--- config.mk ---
export PLATFORM = sky130hd
export DESIGN_NAME = s_divider
export DESIGN_NICKNAME = d
export VERILOG_FILES = /design/src/rtl/s_divider_pkg.sv /design/src/rtl/s_div_step.sv /design/src/rtl/s_divider.sv
export SDC_FILE = /design/constraint.sdc
export NUM_CORES = 1
export LEC_CHECK = 0
export ABC_AREA = 1
export BUFFER_PORTS_ARGS = -buffer_cell sky130_fd_sc_hd__clkbuf_2
export CAP_MARGIN = 10
export CORE_ASPECT_RATIO = 0.9
export CORE_MARGIN = 3
export CORE_UTILIZATION = 46
export DETAILED_ROUTE_END_ITERATION = 16
export PLACE_DENSITY = 0.67
export SLEW_MARGIN = 15
export SYNTH_ARGS = -nofsm -noshare
export SYNTH_HDL_FRONTEND = slang
export SYNTH_HIERARCHICAL = 1
export SYNTH_SLANG_ARGS = --single-unit
--- constraint.sdc ---
create_clock -name clk -period 5.36 [get_ports clk]
set_clock_uncertainty 0.15 [all_clocks]
set_input_delay 0.268 -clock clk [delete_from_list [all_inputs] [get_ports clk]]
set_output_delay 0.268 -clock clk [all_outputs]
set_load 0.02 [all_outputs]
--- src/rtl/s_divider_pkg.sv ---
// Shared definitions for the RSA arithmetic units (s_divider, S_multi).
// Holds the default operand width and the 1-bit IDLE/RUN state encoding
// so both units present the same start/busy control behaviour.
package s_divider_pkg;

  localparam int SDIV_BIT_DEF = 8;

  localparam logic [0:0] ST_IDLE = 1'b0;
  localparam logic [0:0] ST_RUN  = 1'b1;

endpackage

--- src/rtl/s_div_step.sv ---
// Purpose : one restoring shift-subtract iteration (combinational).
// Latency : 0 cycles, pure combinational.
// Backpressure: none; the caller decides when to register the outputs.
// Ports   : p (partial remainder), msb (next dividend bit), divisor ->
//           p_nxt (next partial remainder), q_bit (quotient bit).
module s_div_step
  import s_divider_pkg::*;
#(
  parameter int BIT = SDIV_BIT_DEF
) (
  input  logic [BIT-1:0] p,
  input  logic           msb,
  input  logic [BIT-1:0] divisor,
  output logic [BIT-1:0] p_nxt,
  output logic           q_bit
);

  logic [BIT:0] s;
  logic [BIT:0] t;

  // The partial remainder is always below the divisor, so its top bit of
  // the BIT+1 wide form is always zero and only BIT bits are carried.
  // The trial subtract is BIT+1 wide so t[BIT] is the borrow.
  always_comb begin
    s = {p, msb};
    t = s - {1'b0, divisor};
    if (!t[BIT]) begin
      p_nxt = t[BIT-1:0];
      q_bit = 1'b1;
    end else begin
      p_nxt = s[BIT-1:0];
      q_bit = 1'b0;
    end
  end

endmodule

--- src/rtl/s_divider.sv ---
// Purpose : sequential restoring divider, Q = A / B, R = A % B (unsigned).
// Latency : busy high for BIT cycles after the accepting edge; done pulses as busy falls.
// Backpressure: start is only sampled while idle; start during busy is ignored.
// Ports   : clk, rst_n (async active-low), start, A, B -> busy, done, Q, R.
// Option  : define SDIV_DBZ_FLAG_EN to add the dbz (divide-by-zero) output,
//           registered with the operands and held until the next accepted start.
module s_divider
  import s_divider_pkg::*;
#(
  parameter int BIT = SDIV_BIT_DEF
) (
  input  logic           clk,
  input  logic           rst_n,
  input  logic           start,
  output logic           busy,
  output logic           done,
  input  logic [BIT-1:0] A,
  input  logic [BIT-1:0] B,
  output logic [BIT-1:0] Q,
  output logic [BIT-1:0] R
`ifdef SDIV_DBZ_FLAG_EN
  ,
  output logic           dbz
`endif
);

  localparam int CW = $clog2(BIT + 1);

  logic [0:0]     state;
  logic [CW-1:0]  count;
  logic [BIT-1:0] dvd;   // dividend shift register, MSB consumed first
  logic [BIT-1:0] dvs;   // captured divisor
  logic [BIT-1:0] p;     // partial remainder
  logic [BIT-1:0] qs;    // quotient under construction, kept off Q until done

  logic [BIT-1:0] p_nxt;
  logic           q_bit;

  s_div_step #(.BIT(BIT)) u_step (
    .p      (p),
    .msb    (dvd[BIT-1]),
    .divisor(dvs),
    .p_nxt  (p_nxt),
    .q_bit  (q_bit)
  );

  always_ff @(posedge clk or negedge rst_n) begin
    if (!rst_n) begin
      state <= ST_IDLE;
      count <= '0;
      dvd   <= '0;
      dvs   <= '0;
      p     <= '0;
      qs    <= '0;
      busy  <= 1'b0;
      done  <= 1'b0;
      Q     <= '0;
      R     <= '0;
`ifdef SDIV_DBZ_FLAG_EN
      dbz   <= 1'b0;
`endif
    end else begin
      done <= 1'b0;
      if (state == ST_IDLE) begin
        if (start) begin
          dvd   <= A;
          dvs   <= B;
          p     <= '0;
          qs    <= '0;
          count <= CW'(BIT);
          busy  <= 1'b1;
          state <= ST_RUN;
`ifdef SDIV_DBZ_FLAG_EN
          dbz   <= (B == '0);
`endif
        end
      end else begin
        p     <= p_nxt;
        qs    <= {qs[BIT-2:0], q_bit};
        dvd   <= dvd << 1;
        count <= count - 1'b1;
        // Last iteration: publish the result from the step outputs directly
        // so Q/R appear on the same edge busy falls.
        if (count == CW'(1)) begin
          Q     <= {qs[BIT-2:0], q_bit};
          R     <= p_nxt;
          busy  <= 1'b0;
          done  <= 1'b1;
          state <= ST_IDLE;
        end
      end
    end
  end

endmodule

# Word level (Yosys, flattened, before mapping)
# Index checks and enable logic that the tools add are counted.
# word_totals
ramBits,0
elab_cells,36
mem_count,0
rom_bits,0
latchBits,0
reg_bits,54
# op_classes
mul,0
n_shift,0
div_mod_pow,0
addsub,2
order_cmp,0
reduce_logical,4
n_eq_ne,2
bitwise_logic,1
n_mux,17
# ops
operator,n
two-way mux 8 bit,5
two-way mux 1 bit,9
subtractor 9 x 8 -> 9 bit,1
two-way mux 4 bit,2
two-way mux 7 bit,1
AND reduction 2 bit,3
equality test 4 x 1 -> 1 bit (second input constant),1
subtractor 4 x 1 -> 4 bit (second input constant),1
!= test 2 x 1 -> 1 bit (second input constant),1
nonzero test 2 bit,1
inverter 1 bit,1

# Depth between registers and ports, before layout
# Gate-level depths: netlist of the first run.
# logic_depth
depth_word,3
mapped_depth,14
ltp_nobuf,14

# Hierarchy
# Netlist of the first run, hierarchy kept.
# modules_own_cells
module,cells_each,instances,area_each_um2
s_divider,223,1,2210.9
s_div_step,105,1,588.1

# Least setup slack after synthesis of the first run
# OpenSTA, ideal clock, no wires.
# synth_path
path_kind,register -> register
from,register dvd[7]
to,register p[7]
path_buffers,0
setup_slack_ps,3347
arrival_ps,1735
period_less_slack_ps,2013
path_stages_with_launch,15
setup_time_ps,128
required_time_ps,5082
cell_sequence,dfrtp_1 > inv_1 > ha_1 > inv_1 > fa_1 > nand2_1 > nand2_1 > nand3_2 > nand2_2 > nand2_4 > nand2_8 > nand2_1 > nand2_1 > inv_1 > o21ai_0
# synth_via
elab_chain_cells,3
# synth_lines
item,line,source
from (decl),s_divider.sv:31,logic [BIT-1:0] dvd;
from (signal assigned),s_divider.sv:80,dvd <= dvd << 1;
subtractor 9 x 8 -> 9 bit,s_div_step.sv:26,"t = s - {1'b0, divisor};"
two-way mux 8 bit,s_div_step.sv:27,if (!t[BIT]) begin
named net p_nxt[7],s_divider.sv:36,logic [BIT-1:0] p_nxt;
two-way mux 8 bit,s_divider.sv:64,if (state == ST_IDLE) begin
to (signal assigned),s_divider.sv:78,p <= p_nxt;
to (decl),s_divider.sv:33,logic [BIT-1:0] p;
# The timed path passes the listed nets, and every way through them passes these cells.
# A chain may end at the register's enable or synchronous reset.

# Worst setup path after layout of the first run
# Ends and elaborated chain as after synthesis.

==> metrics.sh, run 1 <==
OUTCOME='completed'
GRT_SETUP_UNREPAIRED='false'
WORST_PATH_REQUIRED_PS=5400
SEQ_AREA_FRAC_SYNTH_PCT=48.3
VIAS_IN_THE_FIRST_GLOBAL_ROUTE=2116
GP_CONGESTION=0.906
LAYOUT.CELLS.MOST_COMMON_LIST='120 x nand2_1, 54 x dfrtp_1, 46 x inv_1, 36 x clkbuf_2, 20 x nand3_1'
CP_MAX_FO=9
CLOCK_SLEW_AT_THE_REGISTER_CLOCK_PINS_OF_THE_WORST_SETUP_AND_HOLD_PATHS_PS=100
PIN_COUNT_OF_THE_BIGGEST_NET_ENTERING_GLOBAL_ROUTING=55
WORST_PATH_DOMINANT_CELL_FAMILY='simple AND/OR/NAND/NOR gates'
SETUP.WORST_PATH.END_CLASS='register'
CTS_HTREE_LEVELS=2
ROUTE.VIAS.TOTAL=2115
FINALWIRELENGTH_UM=5280
INSERTION_DELAY_TO_THE_LATER_SINK_OF_THE_WORST_SKEW_PAIR_PS=300
DPL.HPWL_UM=3800
TIMING.MAX_CAP.VIOLATIONS=0
COUNT_OF_INSERTED_ANTENNA_DIODE_CELLS=0
CTS_TREE='done'
TIMING.SETUP.CRITICAL_PATH_CLASS='reg -> reg'
FRACTION_OF_FINAL_LAYOUT_CELLS_WITH_DRIVE_STRENGTH_GREATER_THAN_1_PCT=21.1
SYNTH_ASYNC_SR_FLOP_SHARE_PCT=100
BUFFER_PORTS.INSERTED=36
WORST_HOLD_SLACK_PS=4.67
CTS.SINK_COUNT=54
FIRST_PASS_ITERS=4
DPL-INSTANCE-AREA_MM2=0.00299
ROUTE.MET3.WL_UM=156
POST_SYNTH.CELL_AREA_AVG_UM2=8.53
MIN_PERIOD_PS=2250
PLACEMENTROWS=26
NETS=399
SLOWEST_STAGE='dfrtp_1'
SLOWEST_DELAY_PS=400
COREAREA_MM2=0.00579
INITIAL_CORE_UTIL_PCT=48.3
P_TOTAL_mW=2.13
GRT_OVERFLOW_TOTAL=0
FINAL.SETUP.TNS_PS=0
CRIT_PATH_FREQUENT_CELL='nand2_1'
TIMING_HOLD_VIOLATIONS_FINAL=0
DRC=0
DIEWIDTH_UM=88.2
ROUTE.ANTENNA.REMAINING_NETS=0
FMAX_MHz=444
CP-START-KIND='register'
YS_DOMINANT_REG_CELL='dfrtp_1'
POWER.IR.VDD_WORST_V=0.000295
DRT-WIRELENGTH-PER-CELL_UM=12.0
GRT_PASS1_WL_UM=9340
CP_DATA_ARRIVAL_TIME_PS=2290
LAYOUT.CELL_AREA.NON_FILLER_MM2=0.00314
LAYOUT_COMMONEST_CELL='nand2_1'
POSTSYNTHCELLCOUNT=328
TIMING.CRITICAL_PATH.CELLS='inv_1 -> ha_1 -> inv_1 -> fa_1 -> nand2_1 -> nand2_1 -> nand3_2 -> nand2_2 -> nand2_4 -> nand2_8 -> nand2_1 -> nand2_1 -> inv_1 -> o21ai_0'
CLK_ROOT_BUFFER_CELL='clkbuf_8'
CELLLEAKAGEPOWER_nW=1.73
AREA_GROWTH_FROM_SYNTHESIS_TO_LAYOUT_PCT=12.0
WORST-SLEW-PIN-TRANSITION_PS=748
CTS_RESIZED=0
TIMING.HOLD.WORST.CLASS='in -> reg'
WIRE_LENGTH_ON_MET2_UM=2470
SETUP_VIOL_COUNT_FINAL=0
CTSLONGESTPATHBUFFERS=2
MAPPEDNETLISTNETS=358
HIGHEST_LAYER='met4'
CELLPOWERDENSITY_mW_PER_MM2=680
ROUTE.DETAILED.VIAS_PER_INST=4.81
YS_SEQ_ELEMENTS=54
SYN-CELL-AREA_MM2=0.00280
POST-CTS-SETUP-BUFFER-COUNT=0
DIE_Y_UM=80
FLOORPLAN.DIE_AREA_MM2=0.00706
IOS=37
YS.WARNINGS.COUNT=6
NETLIST-CELL-TYPE-COUNT=31
GRTUSAGETOTAL_PCT=16.8
DETAIL_ROUTE.WIRELENGTH.MET1_UM=2560
CP.BUFFERS_INVERTERS=3
REGTOREGSETUPSLACK_PS=3110
TIMING.FINAL.CRIT_SHARE_PCT=42.0
FINAL_MAX_SLEW_VIOL_COUNT=0
DETAIL_ROUTE.ITER0.VIOLATIONS=147
FILLER_CELL_COUNT=564
TRITONCTS.NUM_BUFFERS=5
MAXSLEWHEADROOM_PCT=50.0
NUMBER_OF_SYNTHESIZED_FLOPS_WITH_AN_ENABLE_PIN=0
ANTENNA_FOUND_INITIAL=0
-- cells in the mapped netlist, types with 2 or more instances --
library cell | instances | area (um^2)
o21ai_2 | 16 | 140
a21oi_1 | 2 | 10.0
o22ai_1 | 8 | 50.1
inv_2 | 2 | 7.51
nor2_1 | 12 | 45.0
nand2_2 | 4 | 25.0
dfrtp_1 | 54 | 1350
inv_1 | 46 | 173
nand2_4 | 2 | 22.5
xnor2_1 | 2 | 17.5
ha_1 | 10 | 125
nand3_1 | 20 | 100
o21ai_0 | 9 | 45.0
buf_6 | 5 | 56.3
nand2_1 | 120 | 450
-- path summary, 6_finish.rpt --
| kind | start | to | depth (start not counted) |
|---|---|---|---|
| worst min register to register | Q[2]$_DFFE_PN0P_ | Q[2]$_DFFE_PN0P_ | 2 |
| max in group asynchronous | rst_n | count[3]$_DFFE_PN0P_ | 3 |
| worst min-delay path | B[2] | dvs[2]$_DFFE_PN0P_ | 3 |
| worst max register to register | dvd[7]$_DFFE_PN0P_ | p[7]$_DFFE_PN0P_ | 14 |
| min in group asynchronous | rst_n | Q[7]$_DFFE_PN0P_ | 3 |
| worst max-delay path | dvd[7]$_DFFE_PN0P_ | p[7]$_DFFE_PN0P_ | 14 |
-- repair_timing --
action,CTS,global route
endpoints found under the setup margin,0,0
hold endpoints to repair,58,0
hold buffers,5,0
-- flip-flops by register name, indices dropped and copies added (netlist names) --
| signal | count |
|---|---|
| Q | 8 |
| R | 8 |
| busy | 1 |
| count | 4 |
| done | 1 |
| dvd | 8 |
| dvs | 8 |
| p | 8 |
| qs | 7 |
| state | 1 |
-- per-stage QoR --
step,setup slack [ps],utilization (%),cells
global placement,3220,51.6,427
global route,2940,54.1,440
finish,3110,54.1,440
CTS,3130,54.1,440
detailed placement,3140,51.6,427
floorplan,3350,-,328
-- tightest hold or removal path: stages --
cell      delay (ps)
clkbuf_2          70
nand2_1           40
nand2_1           50
-- cell type report --
cell class                 count  area (um^2)  share of cell area (%)
multi-input combinational    217         1180                    37.5
tap                           70         87.6                    2.79
clock buffer                   6         82.6                    2.63
timing repair buffer          42          238                    7.58
inverter                      49          186                    5.95
sequential                    54         1350                    43.1
clock inverter                 2         12.5                   0.399
-- kinds of logic after synthesis --
family          after synthesis  synth area share, %
xor+xnor                      3                0.939
flops                        54                 48.3
fa+ha+maj                    11                 5.19
compound gates               37                 9.52
buf+inv                      57                 9.66
simple gates                166                 26.4
-- routing by layer --
layer	global-route usage [%]	up-vias
li1	-	1092
met1	21.5	985
met2	28.3	28
met3	3.30	10
met4	5.44	0
met5	0	-
-- power by group --
| group | leakage, nW | internal [mW] | switching (mW) |
|---|---|---|---|
| registers | 0.685 | 0.585 | 0.112 |
| logic | 0.999 | 0.431 | 0.762 |
| clock network | 0.0472 | 0.104 | 0.137 |
(Power assumes the default switching activity.)
==> inputs of run 2 (changes only) <==
==> constraint.sdc (replaced) <==
create_clock -name clk -period 2.2 [get_ports clk]
set_clock_uncertainty 0.15 [all_clocks]
set_input_delay 0.11 -clock clk [delete_from_list [all_inputs] [get_ports clk]]
set_output_delay 0.11 -clock clk [all_outputs]
set_load 0.02 [all_outputs]
==> metrics.sh, run 2 (synthesis gave the netlist of run 1 again) <==
OUTCOME='completed'
INITIAL_CORE_UTIL_PCT=48.3
CTS_TREE='done'
GRT_PASS1_WL_UM=9650
ROUTE.VIAS.TOTAL=2239
COREAREA_MM2=0.00579
FRACTION_OF_FINAL_LAYOUT_CELLS_WITH_DRIVE_STRENGTH_GREATER_THAN_1_PCT=29.5
ROUTE.DETAILED.VIAS_PER_INST=4.87
COUNT_OF_INSERTED_ANTENNA_DIODE_CELLS=0
DIEWIDTH_UM=88.2
NETS=420
WORST-SLEW-PIN-TRANSITION_PS=615
TRITONCTS.NUM_BUFFERS=5
CLK_ROOT_BUFFER_CELL='clkbuf_8'
VIAS_IN_THE_FIRST_GLOBAL_ROUTE=2180
FMAX_MHz=472
CP-START-KIND='register'
BUFFER_PORTS.INSERTED=36
CTS_HTREE_LEVELS=2
PLACEMENTROWS=26
LAYOUT.CELLS.MOST_COMMON_LIST='109 x nand2_1, 54 x dfrtp_1, 37 x inv_1, 36 x clkbuf_2, 20 x o21ai_2'
TIMING.MAX_CAP.VIOLATIONS=0
FINALWIRELENGTH_UM=5550
DRC=0
LAYOUT_COMMONEST_CELL='nand2_1'
SETUP.WORST_PATH.END_CLASS='register'
GP_CONGESTION=0.922
DIE_Y_UM=80
DETAIL_ROUTE.ITER0.VIOLATIONS=92
WORST_PATH_REQUIRED_PS=2290
CELLLEAKAGEPOWER_nW=1.85
ROUTE.ANTENNA.REMAINING_NETS=0
LAYOUT.CELL_AREA.NON_FILLER_MM2=0.00348
CTS.SINK_COUNT=54
POWER.IR.VDD_WORST_V=0.000671
TIMING_HOLD_VIOLATIONS_FINAL=0
MAXSLEWHEADROOM_PCT=59.0
DPL-INSTANCE-AREA_MM2=0.00303
PIN_COUNT_OF_THE_BIGGEST_NET_ENTERING_GLOBAL_ROUTING=34
TIMING.HOLD.WORST.CLASS='in -> reg'
FIRST_PASS_ITERS=4
GRT_SETUP_UNREPAIRED='true'
AREA_GROWTH_FROM_SYNTHESIS_TO_LAYOUT_PCT=24.2
TIMING.FINAL.CRIT_SHARE_PCT=96.3
CELLPOWERDENSITY_mW_PER_MM2=1720
CP_DATA_ARRIVAL_TIME_PS=2210
CLOCK_SLEW_AT_THE_REGISTER_CLOCK_PINS_OF_THE_WORST_SETUP_AND_HOLD_PATHS_PS=90
ANTENNA_FOUND_INITIAL=0
GRTUSAGETOTAL_PCT=17.2
DRT-WIRELENGTH-PER-CELL_UM=12.1
MIN_PERIOD_PS=2120
GRT_OVERFLOW_TOTAL=0
INSERTION_DELAY_TO_THE_LATER_SINK_OF_THE_WORST_SKEW_PAIR_PS=300
FLOORPLAN.DIE_AREA_MM2=0.00706
CP_MAX_FO=6
P_TOTAL_mW=6.00
SETUP_VIOL_COUNT_FINAL=0
DPL.HPWL_UM=3850
FILLER_CELL_COUNT=527
FINAL_MAX_SLEW_VIOL_COUNT=0
IOS=37
CTSLONGESTPATHBUFFERS=2
TIMING.SETUP.CRITICAL_PATH_CLASS='reg -> reg'
## run 2: cell count changes in the layout (fill, tap and decap cells not counted), sizes merged
| cell | change |
|---|---|
| dlygate4sd3 | +12 |
| bufinv | +1 |
| buf | +6 |
| nand3 | +1 |
| clkinvlp | -1 |
| nand2 | +2 |
| clkinv | -1 |
## run 2: stage by stage
step / hold slack [ps] / TNS (ps) / worst slack [ps] / instances / utilization, %
2_1_floorplan: -336 / 0 / 187 / 328 / -
3_5_place_dp: 11.6 / 0 / 11.7 / 429 / 52.3
5_1_grt: 75.5 / -446 / -50.6 / 460 / 60.0
3_3_place_gp: 5.00 / 0 / 90.8 / 429 / 52.3
4_1_cts: 60.5 / 0 / 4.28 / 453 / 57.2
6_report: 66.0 / 0 / 80.8 / 460 / 60.0
## run 2: per-layer routing
layer / GRT usage [%] / wire length (um) / part of all wire, % / vias to the layer above
li1: - / - / - / 1155
met3: 3.20 / 201 / 3.6 / 9
met2: 28.2 / 2670 / 48 / 37
met1: 23.3 / 2580 / 47 / 1038
met4: 4.98 / 96 / 1.7 / 0
met5: 0 / 0 / 0 / -
## run 2: area by class of cell
cell class | instances | area [um^2] | share of cell area, %
Inverter | 49 | 186 | 5.36
Timing Repair Buffer | 60 | 428 | 12.3
Tap cell | 70 | 87.6 | 2.52
Clock buffer | 6 | 82.6 | 2.38
Clock inverter | 1 | 30.0 | 0.864
Multi-Input combinational cell | 220 | 1310 | 37.7
Sequential cell | 54 | 1350 | 38.9
## run 2: report_power, final
part	switching [mW]	internal (mW)
combinational	2.25	1.37
sequential	0.285	1.42
clock	0.309	0.364
total	2.84	3.15
## run 2: worst paths after layout
| kind | from | endpoint | slack [ps] | cells past startpoint |
|---|---|---|---|---|
| worst max-delay path | dvd[7]$_DFFE_PN0P_ | R[4]$_DFFE_PN0P_ | 80 | 13 |
| worst min-delay path | start | state$_DFF_PN0_ | 70 | 3 |
| worst max register to register | dvd[7]$_DFFE_PN0P_ | R[4]$_DFFE_PN0P_ | 80 | 13 |
| worst min register to register | dvs[1]$_DFFE_PN0P_ | dvs[1]$_DFFE_PN0P_ | 340 | 2 |
| max in group asynchronous | rst_n | state$_DFF_PN0_ | 1130 | 3 |
| min in group asynchronous | rst_n | Q[7]$_DFFE_PN0P_ | 200 | 2 |
## run 2: worst max-delay path, stage by stage (launching register included)
cell and delay (ps):
dfrtp_1 410, inv_1 70, ha_2 160, inv_2 40, fa_2 370, nand2_2 90, nand2_4 60, nand3_4 110
nand3_4 170, nand2_8 130, nand2_2 60, nand2_2 80, inv_2 40, o21ai_2 100
## run 2: what timing repair did
item	4_1_cts	5_1_grt
endpoints found under the hold margin	39	0
hold buffers	17	0
buffers inserted	0	4
setup endpoints to repair	0	18
resized for setup	0	43
==> inputs of run 3 (changes only) <==
--- a/config.mk
+++ b/config.mk
@@ -12,6 +12,7 @@
 export CORE_MARGIN = 3
 export CORE_UTILIZATION = 46
 export DETAILED_ROUTE_END_ITERATION = 16
+export MAX_ROUTING_LAYER = met4
 export PLACE_DENSITY = 0.67
 export SLEW_MARGIN = 15
 export SYNTH_ARGS = -nofsm -noshare
==> metrics.sh, run 3 (synthesis gave the netlist of run 1 again) <==
OUTCOME='completed'
PLACEMENTROWS=26
CRIT_PATH_FREQUENT_CELL='nand2_2'
CELLPOWERDENSITY_mW_PER_MM2=1730
R2R-START='dvd[7]$_DFFE_PN0P_'
FINALWIRELENGTH_UM=5570
CP_MAX_FO=6
TIMING.CRITICAL_PATH.CELLS='inv_1 -> ha_2 -> inv_2 -> fa_2 -> nand2_2 -> nand2_4 -> nand3_4 -> nand3_4 -> nand2_8 -> nand2_2 -> nand2_2 -> inv_2 -> o21ai_2'
GRT_SETUP_UNREPAIRED='true'
WORST-SLEW-PIN-TRANSITION_PS=615
FIRST_PASS_ITERS=6
NETS=420
GRT_OVERFLOW_TOTAL=0
POWER.IR.VDD_WORST_V=0.000671
TIMING_HOLD_VIOLATIONS_FINAL=0
SETUP.WORST_PATH.END_CLASS='register'
BUFFER_PORTS.INSERTED=36
MAXSLEWHEADROOM_PCT=59.0
WORST_PATH_DOMINANT_CELL_FAMILY='simple AND/OR/NAND/NOR gates'
DRT-WIRELENGTH-PER-CELL_UM=12.1
COREAREA_MM2=0.00579
CTSLONGESTPATHBUFFERS=2
CP-START-KIND='register'
PIN_COUNT_OF_THE_BIGGEST_NET_ENTERING_GLOBAL_ROUTING=34
DIE_Y_UM=80
FINAL.SETUP.TNS_PS=0
INITIAL_CORE_UTIL_PCT=48.3
SLOWEST_DELAY_PS=410
ROUTE.ANTENNA.REMAINING_NETS=0
TIMING.SETUP.CRITICAL_PATH_CLASS='reg -> reg'
MIN_PERIOD_PS=2120
INSERTION_DELAY_TO_THE_LATER_SINK_OF_THE_WORST_SKEW_PAIR_PS=300
IOS=37
CLK_ROOT_BUFFER_CELL='clkbuf_8'
CP_DATA_ARRIVAL_TIME_PS=2210
GRTUSAGETOTAL_PCT=17.6
REGTOREGSETUPSLACK_PS=80
LAYOUT_COMMONEST_CELL='nand2_1'
TRITONCTS.NUM_BUFFERS=5
DIEWIDTH_UM=88.2
WORST_PATH_REQUIRED_PS=2290
DPL.HPWL_UM=3850
CAPTURING_ELEMENT_OF_THE_WORST_SETUP_PATH='R[6]$_DFFE_PN0P_'
SETUP_VIOL_COUNT_FINAL=0
SLOWEST_STAGE='dfrtp_1'
ROUTE.DETAILED.VIAS_PER_INST=4.85
DRC=0
WORST_SETUP_PATH_STARTPOINT='dvd[7]$_DFFE_PN0P_'
P_TOTAL_mW=6.00
DETAIL_ROUTE.ITER0.VIOLATIONS=104
GP_CONGESTION=0.938
CLOCK_SLEW_AT_THE_REGISTER_CLOCK_PINS_OF_THE_WORST_SETUP_AND_HOLD_PATHS_PS=90
CP.BUFFERS_INVERTERS=3
CTS.SINK_COUNT=54
FMAX_MHz=472
ROUTE.VIAS.TOTAL=2233
AREA_GROWTH_FROM_SYNTHESIS_TO_LAYOUT_PCT=24.2
CRIT_CELLS=13
CTS_TREE='done'
FLOORPLAN.DIE_AREA_MM2=0.00706
GRT_PASS1_WL_UM=9630
FRACTION_OF_FINAL_LAYOUT_CELLS_WITH_DRIVE_STRENGTH_GREATER_THAN_1_PCT=29.5
VIAS_IN_THE_FIRST_GLOBAL_ROUTE=2188
TIMING.FINAL.CRIT_SHARE_PCT=96.4
CELLLEAKAGEPOWER_nW=1.85
CTS_HTREE_LEVELS=2
TIMING.MAX_CAP.VIOLATIONS=0
COUNT_OF_INSERTED_ANTENNA_DIODE_CELLS=0
ANTENNA_FOUND_INITIAL=0
FINAL_MAX_SLEW_VIOL_COUNT=0
TIMING.HOLD.WORST.CLASS='in -> reg'
TIMING.RR.END='R[6]$_DFFE_PN0P_'
LAYOUT.CELLS.MOST_COMMON_LIST='109 x nand2_1, 54 x dfrtp_1, 37 x inv_1, 36 x clkbuf_2, 20 x o21ai_2'
R2R.WORST_PATH.CELLS=13
## run 3: routing by layer
metal / vias to the layer above / share of wire [%] / global-route usage, %
met5: - / 0 / -
met4: 0 / 1.5 / 4.98
met3: 8 / 3.6 / 2.79
met2: 38 / 48 / 28.2
met1: 1032 / 46 / 23.4
li1: 1155 / - / -
## run 3: worst min path at each step
stage	startpoint	end	slack, ps	depth (start not counted)
finish	start	state$_DFF_PN0_	70	3
global route	start	state$_DFF_PN0_	80	3
CTS	start	state$_DFF_PN0_	60	3
detailed placement	rst_n	Q[7]$_DFFE_PN0P_	10	1
global placement	rst_n	Q[7]$_DFFE_PN0P_	5	1
floorplan	rst_n	Q[0]$_DFFE_PN0P_	-340	0
## run 3: area by class of cell
type	count	area (um^2)
fill	527	2310
clock buffer	6	82.6
inverter	49	186
sequential	54	1350
tap	70	87.6
clock inverter	1	30.0
multi-input combinational	220	1310
timing repair buffer	60	428
## run 3: what timing repair did
action / CTS / global route
setup endpoints to repair: 0 / 18
gates resized for setup: 0 / 43
endpoints found under the hold margin: 39 / 0
setup buffers: 0 / 4
hold buffers: 17 / 0
## run 3: metrics by stage
| step | setup slack [ps] | cell area, um^2 | utilization (%) | std cells | hold slack (ps) |
|---|---|---|---|---|---|
| final | 80.1 | 3480 | 60.0 | 460 | 65.4 |
| after global routing | -50.6 | 3480 | 60.0 | 460 | 78.2 |
| after CTS | 4.28 | 3310 | 57.2 | 453 | 60.5 |
| after detailed placement | 11.7 | 3030 | 52.3 | 429 | 11.6 |
| after global placement | 90.8 | 3030 | 52.3 | 429 | 5.00 |
| after floorplan | 187 | 2800 | - | 328 | -336 |
## run 3: report_power, final
group | leakage [nW] | internal, mW | total [mW] | switching, mW
clock | 0.0573 | 0.364 | 0.675 | 0.311
combinational | 1.11 | 1.37 | 3.61 | 2.25
sequential | 0.685 | 1.42 | 1.71 | 0.285
## run 3: worst register-to-register path, stage by stage, from the launching register on
cell and delay, ps:
dfrtp_1 410, inv_1 70, ha_2 160, inv_2 40
fa_2 370, nand2_2 90, nand2_4 60, nand3_4 110
nand3_4 170, nand2_8 140, nand2_2 60, nand2_2 60
inv_2 50, o21ai_2 110
